<file path="src/rtl/alu_pkg.sv">
// Shared ALU types: opcode encoding, status flag bundle and its reset value.
package alu_pkg;

   typedef enum logic [2:0] {
      ADD = 3'b000,
      SUB = 3'b001,
      AND = 3'b010,
      OR  = 3'b011,
      NOT = 3'b100,
      XOR = 3'b101,
      SHL = 3'b110,
      SHR = 3'b111
   } alu_op_e;

   typedef struct packed {
      logic carry;
      logic zero;
      logic negative;
      logic overflow;
   } alu_flags_t;

   // An all-zero result register reads as zero, so the zero flag resets high.
   localparam alu_flags_t FLAGS_RST = '{carry: 1'b0, zero: 1'b1, negative: 1'b0, overflow: 1'b0};

endpackage

</file>
<file path="src/rtl/alu_if.sv">
// Operand/result bundle between operand registers and the ALU.
// master drives operands and opcode; slave returns the registered result and flags.
interface alu_if #(
   parameter int WIDTH = 4
);
   logic [WIDTH-1:0] A;
   logic [WIDTH-1:0] B;
   logic [2:0]       ALU_Sel;
   logic             in_valid;
   logic [WIDTH-1:0] ALU_Out;
   logic             out_valid;
   logic             carry;
   logic             zero;
   logic             negative;
   logic             overflow;

   modport master (
      output A, B, ALU_Sel, in_valid,
      input  ALU_Out, out_valid, carry, zero, negative, overflow
   );

   modport slave (
      input  A, B, ALU_Sel, in_valid,
      output ALU_Out, out_valid, carry, zero, negative, overflow
   );
endinterface

</file>
<file path="src/rtl/alu_addsub.sv">
// Combinational WIDTH-bit adder/subtractor (a + ~b + 1 when sub), zero latency.
// No flow control; carry is carry-out on add and no-borrow on subtract.
module alu_addsub #(
   parameter int WIDTH = 4
) (
   input  logic [WIDTH-1:0] a,
   input  logic [WIDTH-1:0] b,
   input  logic             sub,
   output logic [WIDTH-1:0] sum,
   output logic             carry,
   output logic             overflow
);
   logic [WIDTH-1:0] b_eff;

   assign b_eff = sub ? ~b : b;
   assign {carry, sum} = {1'b0, a} + {1'b0, b_eff} + {{WIDTH{1'b0}}, sub};
   // Same-sign addends whose sum flips sign; with b inverted this covers subtract too.
   assign overflow = (a[WIDTH-1] == b_eff[WIDTH-1]) && (sum[WIDTH-1] != a[WIDTH-1]);
endmodule

</file>
<file path="src/rtl/alu.sv">
// Two-operand ALU with registered result/flags, 1-cycle latency, one op per cycle.
// No backpressure: invalid cycles hold result/flags and drop out_valid on the next edge.
module alu
   import alu_pkg::*;
#(
   parameter int WIDTH = 4
) (
   input  logic  clk,
   input  logic  rst_n,
   alu_if.slave  bus
);
   alu_op_e          op;
   logic [WIDTH-1:0] as_sum;
   logic             as_carry;
   logic             as_ovf;
   logic [WIDTH-1:0] res;
   alu_flags_t       flg;
   logic [WIDTH-1:0] out_r;
   alu_flags_t       flg_r;
   logic             vld_r;

   assign op = alu_op_e'(bus.ALU_Sel);

   alu_addsub #(.WIDTH(WIDTH)) u_addsub (
      .a        (bus.A),
      .b        (bus.B),
      .sub      (op == SUB),
      .sum      (as_sum),
      .carry    (as_carry),
      .overflow (as_ovf)
   );

   always_comb begin
      res = '0;
      flg = '0;
      case (op)
         ADD, SUB: begin
            res          = as_sum;
            flg.carry    = as_carry;
            flg.overflow = as_ovf;
         end
         AND: res = bus.A & bus.B;
         OR:  res = bus.A | bus.B;
         NOT: res = ~bus.A;
         XOR: res = bus.A ^ bus.B;
         SHL: begin
            res       = {bus.A[WIDTH-2:0], 1'b0};
            flg.carry = bus.A[WIDTH-1];
         end
         SHR: begin
            res       = {1'b0, bus.A[WIDTH-1:1]};
            flg.carry = bus.A[0];
         end
      endcase
      flg.zero     = (res == '0);
      flg.negative = res[WIDTH-1];
   end

   always_ff @(posedge clk or negedge rst_n) begin
      if (!rst_n) begin
         out_r <= '0;
         flg_r <= FLAGS_RST;
         vld_r <= 1'b0;
      end else begin
         vld_r <= bus.in_valid;
         if (bus.in_valid) begin
            out_r <= res;
            flg_r <= flg;
         end
      end
   end

   assign bus.ALU_Out   = out_r;
   assign bus.out_valid = vld_r;
   assign bus.carry     = flg_r.carry;
   assign bus.zero      = flg_r.zero;
   assign bus.negative  = flg_r.negative;
   assign bus.overflow  = flg_r.overflow;
endmodule

</file>
<file path="src/flat_wrapper.sv">
// flat-port wrapper written by rule: the top's interface ports become plain ports
module alu_flat import alu_pkg::*;
#(
   parameter int WIDTH = 4
)
  (clk, rst_n, bus_A, bus_B, bus_ALU_Sel, bus_in_valid, bus_ALU_Out, bus_out_valid, bus_carry, bus_zero, bus_negative, bus_overflow);
  alu_if #(.WIDTH(WIDTH)) bus_i ();
  input  logic clk;
  input  logic rst_n;
  input wire logic [$bits(bus_i.A)-1:0] bus_A;
  input wire logic [$bits(bus_i.B)-1:0] bus_B;
  input wire logic [$bits(bus_i.ALU_Sel)-1:0] bus_ALU_Sel;
  input wire logic [$bits(bus_i.in_valid)-1:0] bus_in_valid;
  output wire logic [$bits(bus_i.ALU_Out)-1:0] bus_ALU_Out;
  output wire logic [$bits(bus_i.out_valid)-1:0] bus_out_valid;
  output wire logic [$bits(bus_i.carry)-1:0] bus_carry;
  output wire logic [$bits(bus_i.zero)-1:0] bus_zero;
  output wire logic [$bits(bus_i.negative)-1:0] bus_negative;
  output wire logic [$bits(bus_i.overflow)-1:0] bus_overflow;
  assign bus_i.A = bus_A;
  assign bus_i.B = bus_B;
  assign bus_i.ALU_Sel = bus_ALU_Sel;
  assign bus_i.in_valid = bus_in_valid;
  assign bus_ALU_Out = bus_i.ALU_Out;
  assign bus_out_valid = bus_i.out_valid;
  assign bus_carry = bus_i.carry;
  assign bus_zero = bus_i.zero;
  assign bus_negative = bus_i.negative;
  assign bus_overflow = bus_i.overflow;
  alu #(.WIDTH(WIDTH)) u_core (.clk(clk), .rst_n(rst_n), .bus(bus_i));
endmodule
</file>
<file path="config.mk">
export PLATFORM = sky130hd
export DESIGN_NAME = alu_flat
export DESIGN_NICKNAME = d
export VERILOG_FILES = /design/src/rtl/alu_pkg.sv /design/src/rtl/alu_if.sv /design/src/rtl/alu_addsub.sv /design/src/rtl/alu.sv /design/src/flat_wrapper.sv
export SDC_FILE = /design/constraint.sdc
export NUM_CORES = 1
export LEC_CHECK = 0
export ABC_AREA = 1
export CAP_MARGIN = 15
export CORE_MARGIN = 2
export CORE_UTILIZATION = 40
export CTS_CLUSTER_DIAMETER = 200
export CTS_CLUSTER_SIZE = 8
export DETAILED_ROUTE_END_ITERATION = 6
export PLACE_DENSITY_LB_ADDON = 0.25
export SKIP_CTS_REPAIR_TIMING = 1
export SLEW_MARGIN = 20
export SYNTH_ARGS = -nofsm -noshare
export SYNTH_HDL_FRONTEND = slang
export SYNTH_SLANG_ARGS = --single-unit
</file>
<file path="constraint.sdc">
create_clock -name clk -period 0.8 [get_ports clk]
set_input_delay 0.12 -clock clk [delete_from_list [all_inputs] [get_ports clk]]
set_output_delay 0.12 -clock clk [all_outputs]
set_load 0.01 [all_outputs]
</file>
## Yosys cells after proc, flatten, opt, wreduce, memory -nomap -nowiden

Cells that the tools add are included.

- Flip-flop bits (word level): 9
- Latch bits: 0
- RAM bits: 0
- Bits in read-only memories: 0
- Bits of input ports: 14
- Output and inout bits: 9
- Word-level logic and storage cells: 30
- Memories: 0

- Add/sub/neg operators: 2
- Multipliers: 0
- Div/mod/pow operators: 0
- Magnitude comparators: 0
- Equality and inequality tests: 9
- Shift operators: 0
- Mux-type cells: 4
- Bitwise gates (word level): 5
- Reductions and logical operators: 4

Operator list:

| cell | count |
|---|---|
| $pmux 4 s7 | 1 |
| $eq 3x3->1 const B | 4 |
| $not 4->4 | 2 |
| $eq 3x2->1 const B | 2 |
| $add 4x4->5 | 1 |
| $add 5x1->5 | 1 |
| $and 4x4->4 | 1 |
| $logic_not 4->1 | 1 |
| $mux 4 | 1 |
| $or 4x4->4 | 1 |
| $xor 4x4->4 | 1 |
| $eq 3x1->1 const B | 1 |
| $logic_not 3->1 | 1 |
| $pmux 1 s3 | 1 |
| $reduce_or 2->1 | 1 |
| $eq 1x1->1 | 1 |
| $logic_and 1x1->1 | 1 |
| $mux 1 | 1 |
| $ne 1x1->1 | 1 |

## Longest topological paths before layout

Gate-level depths: netlist of run 1.

- Depth in word-level cells: 7
- Depth in mapped cells: 13
- Gate-level depth less buffers: 13

## Cells and area by module

A second synthesis of run 1 with hierarchy kept.

- Cells, all modules: 143
- Area, all modules: 1017.2 um2

By module, submodules not included:

| module | times used | cells an instance | area each (um2) | seq. area each (um2) |
|---|---|---|---|---|
| alu | 1 | 117 | 814.5 | 201.4 |
| alu_addsub | 1 | 26 | 202.7 | 0.0 |

## Worst setup path after synthesis of run 1

OpenSTA, ideal clock, no wires.

- Path type: input-to-reg
- From: in bus_ALU_Sel[2]
- To: reg u_core.flg_r, in the netlist u_core.bus.zero
- Library setup time: 61 ps
- Arrival time: 1477 ps
- Required time: 739 ps
- Slack: -738 ps
- Stages on the path: 12
- Buffers on the path: 0
- Cells stage by stage: inv_2 -> nand3_4 -> xor2_1 -> inv_1 -> fa_1 -> xor2_1 -> nand2_1 -> nand2_1 -> nand2_1 -> nor2_1 -> nand2_1 -> nand2_1

- Word-level cells in the longest chain between the ends: 6
- Elaborated cells between the ends (all ways): 14
- Those cells by class: add/sub (2); eq/ne (7); mux (2); reduce/logical (3)

RTL lines:

| element | RTL line | source |
|---|---|---|
| start, declared | flat_wrapper.sv:12 | `input wire logic [$bits(bus_i.ALU_Sel)-1:0] bus_ALU_Sel;` |
| $eq 3x1->1 | alu.sv:27, alu.sv:36 |  |
| $mux 4 | alu_addsub.sv:15 | `assign b_eff = sub ? ~b : b;` |
| $add 4x4->5 | alu_addsub.sv:16 | `assign {carry, sum} = {1'b0, a} + {1'b0, b_eff} + {{WIDTH{1'b0}}, sub};` |
| $add 5x1->5 | alu_addsub.sv:16 |  |
| $pmux 4 s7 (*) | alu.sv:36 | `case (op)` |
| $logic_not 4->1 (*) | alu.sv:55 | `flg.zero = (res == '0);` |
| end signal, assigned | alu.sv:68 | `flg_r <= flg;` |
| end, declared | alu.sv:19 | `alu_flags_t flg_r;` |

Every way passes the cells marked *; elsewhere a longest branch is shown, timed or not.
A chain may end at the register's enable or synchronous reset.

## Worst setup path after layout of run 1

Same ends and word-level chain as after synthesis.

==> results of run 1 <==
[kinds of logic (layout without fill, tap and decap cells)]
kind of cell | count (synthesis) | in the layout | share of synthesized area (%)
flip-flops | 8 | 8 | 20.9
AO/OA/AOI/OAI | 15 | 15 | 8.81
adder cells (fa/ha/maj) | 15 | 15 | 20.2
XOR/XNOR | 5 | 5 | 4.53
AND/OR/NAND/NOR | 69 | 69 | 33.8
buffers and inverters | 26 | 80 | 11.8
[stage by stage]
stage,std cells,setup slack (ps),TNS [ps],total power [uW]
after floorplan,138,-608,-3200,868
after global placement,212,-1230,-9810,1250
after detailed placement,212,-1310,-10250,1270
after CTS,216,-1040,-10870,1610
after global routing,220,-829,-5620,1780
final,220,-666,-4840,1660
[Yosys cell counts]
cell                        n  area, um2
sky130_fd_sc_hd__a21oi_1    4       20.0
sky130_fd_sc_hd__buf_2      1       5.00
sky130_fd_sc_hd__buf_4      2       15.0
sky130_fd_sc_hd__buf_6      1       11.3
sky130_fd_sc_hd__clkbuf_1   1       3.75
sky130_fd_sc_hd__dfrtp_1    7        175
sky130_fd_sc_hd__dfstp_2    1       26.3
sky130_fd_sc_hd__fa_1       1       20.0
sky130_fd_sc_hd__ha_1      14        175
sky130_fd_sc_hd__inv_1     19       71.3
sky130_fd_sc_hd__inv_2      2       7.51
sky130_fd_sc_hd__nand2_1   31        116
sky130_fd_sc_hd__nand2_2    1       6.26
sky130_fd_sc_hd__nand3_1   11       55.1
sky130_fd_sc_hd__nand3_2    1       10.0
sky130_fd_sc_hd__nand3_4    1       17.5
sky130_fd_sc_hd__nand4_1   12       75.1
sky130_fd_sc_hd__nor2_1    11       41.3
sky130_fd_sc_hd__nor3_1     1       5.00
sky130_fd_sc_hd__o21a_1     1       7.51
sky130_fd_sc_hd__o21ai_0    5       25.0
sky130_fd_sc_hd__o21ai_1    2       10.0
sky130_fd_sc_hd__o21ai_2    1       8.76
sky130_fd_sc_hd__o22ai_1    1       6.26
sky130_fd_sc_hd__o31ai_1    1       7.51
sky130_fd_sc_hd__xor2_1     5       43.8
[state kept, by name, summed over array words and instances (netlist names)]
| register | cells |
|---|---|
| u_core.bus.carry | 1 |
| u_core.bus.negative | 1 |
| u_core.bus.ALU_Out | 3 |
| u_core.bus.overflow | 1 |
| u_core.bus.zero | 1 |
| u_core.bus.out_valid | 1 |
[where the power goes]
group	total (uW)	internal [uW]	switching [uW]
clock network	337	191	146
logic	841	410	431
registers	484	456	27.6
total	1660	1060	604
[final timing paths]
check                           slack [ps]  cells after the start               endpoint
worst max-delay path                  -670                     14        u_core.bus.zero
max in group asynchronous              410                      2        u_core.bus.zero
worst min-delay path                   180                      2    u_core.bus.negative
worst max register to register          80                      3  u_core.bus.ALU_Out[2]
worst min register to register         470                      1  u_core.bus.ALU_Out[0]
min in group clk                       430                      5       u_core.bus.carry
[routing by layer]
| metal | GRT usage (%) | vias to the layer above | wire length [um] | part of all wire, % |
|---|---|---|---|---|
| met5 | 0 | - | 0 | 0 |
| met4 | 4.27 | 0 | 30 | 1.1 |
| met3 | 4.80 | 4 | 207 | 7.6 |
| met2 | 32.5 | 55 | 1350 | 50 |
| met1 | 26.5 | 518 | 1120 | 41 |
| li1 | - | 561 | - | - |
[layout make-up]
cell class,count,share of cell area (%)
multi-input combinational,104,46.7
sequential,8,12.9
clock buffer,4,1.69
inverter,21,6.59
timing repair buffer,55,29.9
tap,28,2.25
==> impl_metrics.toml, run 1 <==
[routing]
drcViolationCount = 0
routedWlPerCell_um = 12.3
iteration_count_of_the_initial_detailed_routing_pass = 5
detail_route.iter0.violations = 42
wirelength_um = 2710
detail_route.vias_per_cell = 5.17
drtAntennaViolNets = 0
routed-via-count = 1138

[timing]
timing.hold.ws_ps = 179
rsz0062_at_grt = "yes"
setup_ws_ps = -666
timing_hold_violations_final = 0
max_slew.worst_pin.slew_ps = 275
setup_violations = 16
layout_worst_path_cycle_share_pct = 183
slew-limit-headroom_pct = 81.6
finalMaxSlewViolations = 0
min_period_ps = 1470
clock.fmax_mhz = 682
final.setup_skew_ps = 0

[setup_path]
timing.critical_path.cells = "buf_6 > buf_8 > inv_16 > nand3_4 > xor2_2 > inv_1 > fa_2 > xor2_1 > nand2_1 > nand2_1 > nand2_1 > nor2_1 > nand2_1 > nand2_1"
worst_setup_path_startpoint = "bus_ALU_Sel[2]"
library_cell_contributing_the_largest_single_delay_on_the_critical_path = "sky130_fd_sc_hd__fa_2"
worstSetupStartpointType = "primary input"
top_cell_family_by_delay_on_the_critical_path = "simple AND/OR/NAND/NOR gates"
critPathArrivalTime_ps = 1660
cpPeakStageDelay_ps = 380
buf_inv_stages_crit_path = 4
cp_max_fo = 4
most_frequent_cell_on_the_critical_path = "sky130_fd_sc_hd__nand2_1"
worst_ep_required_time_ps = 990
criticalPathCategory = "in2reg"
timing.critical_path.to_type = "flip-flop"
crit-reg2reg-launch = "u_core.bus.ALU_Out[2]"

[grt]
overall_fraction_of_global_route_tracks_in_use_pct = 19.9
first_global_vias = 952
grt.overflow.total = 0
grt_antenna_before_repair = 0
grt_first_pass_wirelength_um = 4100
largest_net_degree_at_the_start_of_global_routing = 15

[placed_design]
place.gp.congestion = 0.850
port_buffers = 22
dp.final_hpwl_um = 2130
post_dp_cell_area_um2 = 1450

[synth]
syn_nets = 167
count_of_mapped_cells_out_of_synthesis = 138
synth_seq_cells = 8
synthesis.area_um2 = 966
proportion_of_synthesized_chip_area_in_sequential_cells_pct = 20.9
post_synth.cell_area_avg_um2 = 7.00
synth_cell_type_count = 26
synth_warnings = 0

[clocking]
insertion_delay_ps = 240
tritoncts.num_buffers = 3
ctsRootBufferMaster = "sky130_fd_sc_hd__clkbuf_4"
max-clock-path-buffers = 2
htreeDepth = 1
tritoncts_clock_tree = "yes"
tritoncts_num_sinks = 8
clk_pin_slew_worst_paths_ps = 70

[floorplanning]
die_w_um = 53.1
coreArea_um2 = 2250
dieArea_um2 = 2820
core.rowCount = 17
fp.dieH_um = 53.1
starting_utilization_of_the_core_area_pct = 42.8
ios = 23

[cells_and_area]
layout.cell_area.non_filler_um2 = 1560
num_antenna_cells = 0
layout-area-overhead-vs-synth_pct = 61.3
nets = 222
leading_cell_type_in_the_layout_fill_and_taps_excluded = "sky130_fd_sc_hd__buf_4"
area_taken_by_flip_flops_and_latches_um2 = 201
multiInputGateArea_um2 = 727
fillCellCount = 193
utilization_pct = 69.1
layout_common_cells = "sky130_fd_sc_hd__buf_4 (28), sky130_fd_sc_hd__nand2_1 (24), sky130_fd_sc_hd__inv_1 (15)"
proportion_of_layout_cells_with_a_drive_suffix_above_1_pct = 40.6

[flow_run]
max_cap_violations = 0

[power_and_ir_drop]
ratio_of_total_power_to_cell_area_nw_per_um2 = 1070
peakVddDrop_uv = 1270
p_leak_uw = 0.000852

[min_path]
hold_path.class = "in2async"

[run_status]
violations = "negative setup slack"
status = "finished, violations left"
(Power assumes the default switching activity.)
==> inputs of run 2 (changes only) <==
- CAP_MARGIN: 15 -> 20
==> results of run 2 <==
Same layout as run 1: the final DEF is identical, and so are final timing and power.
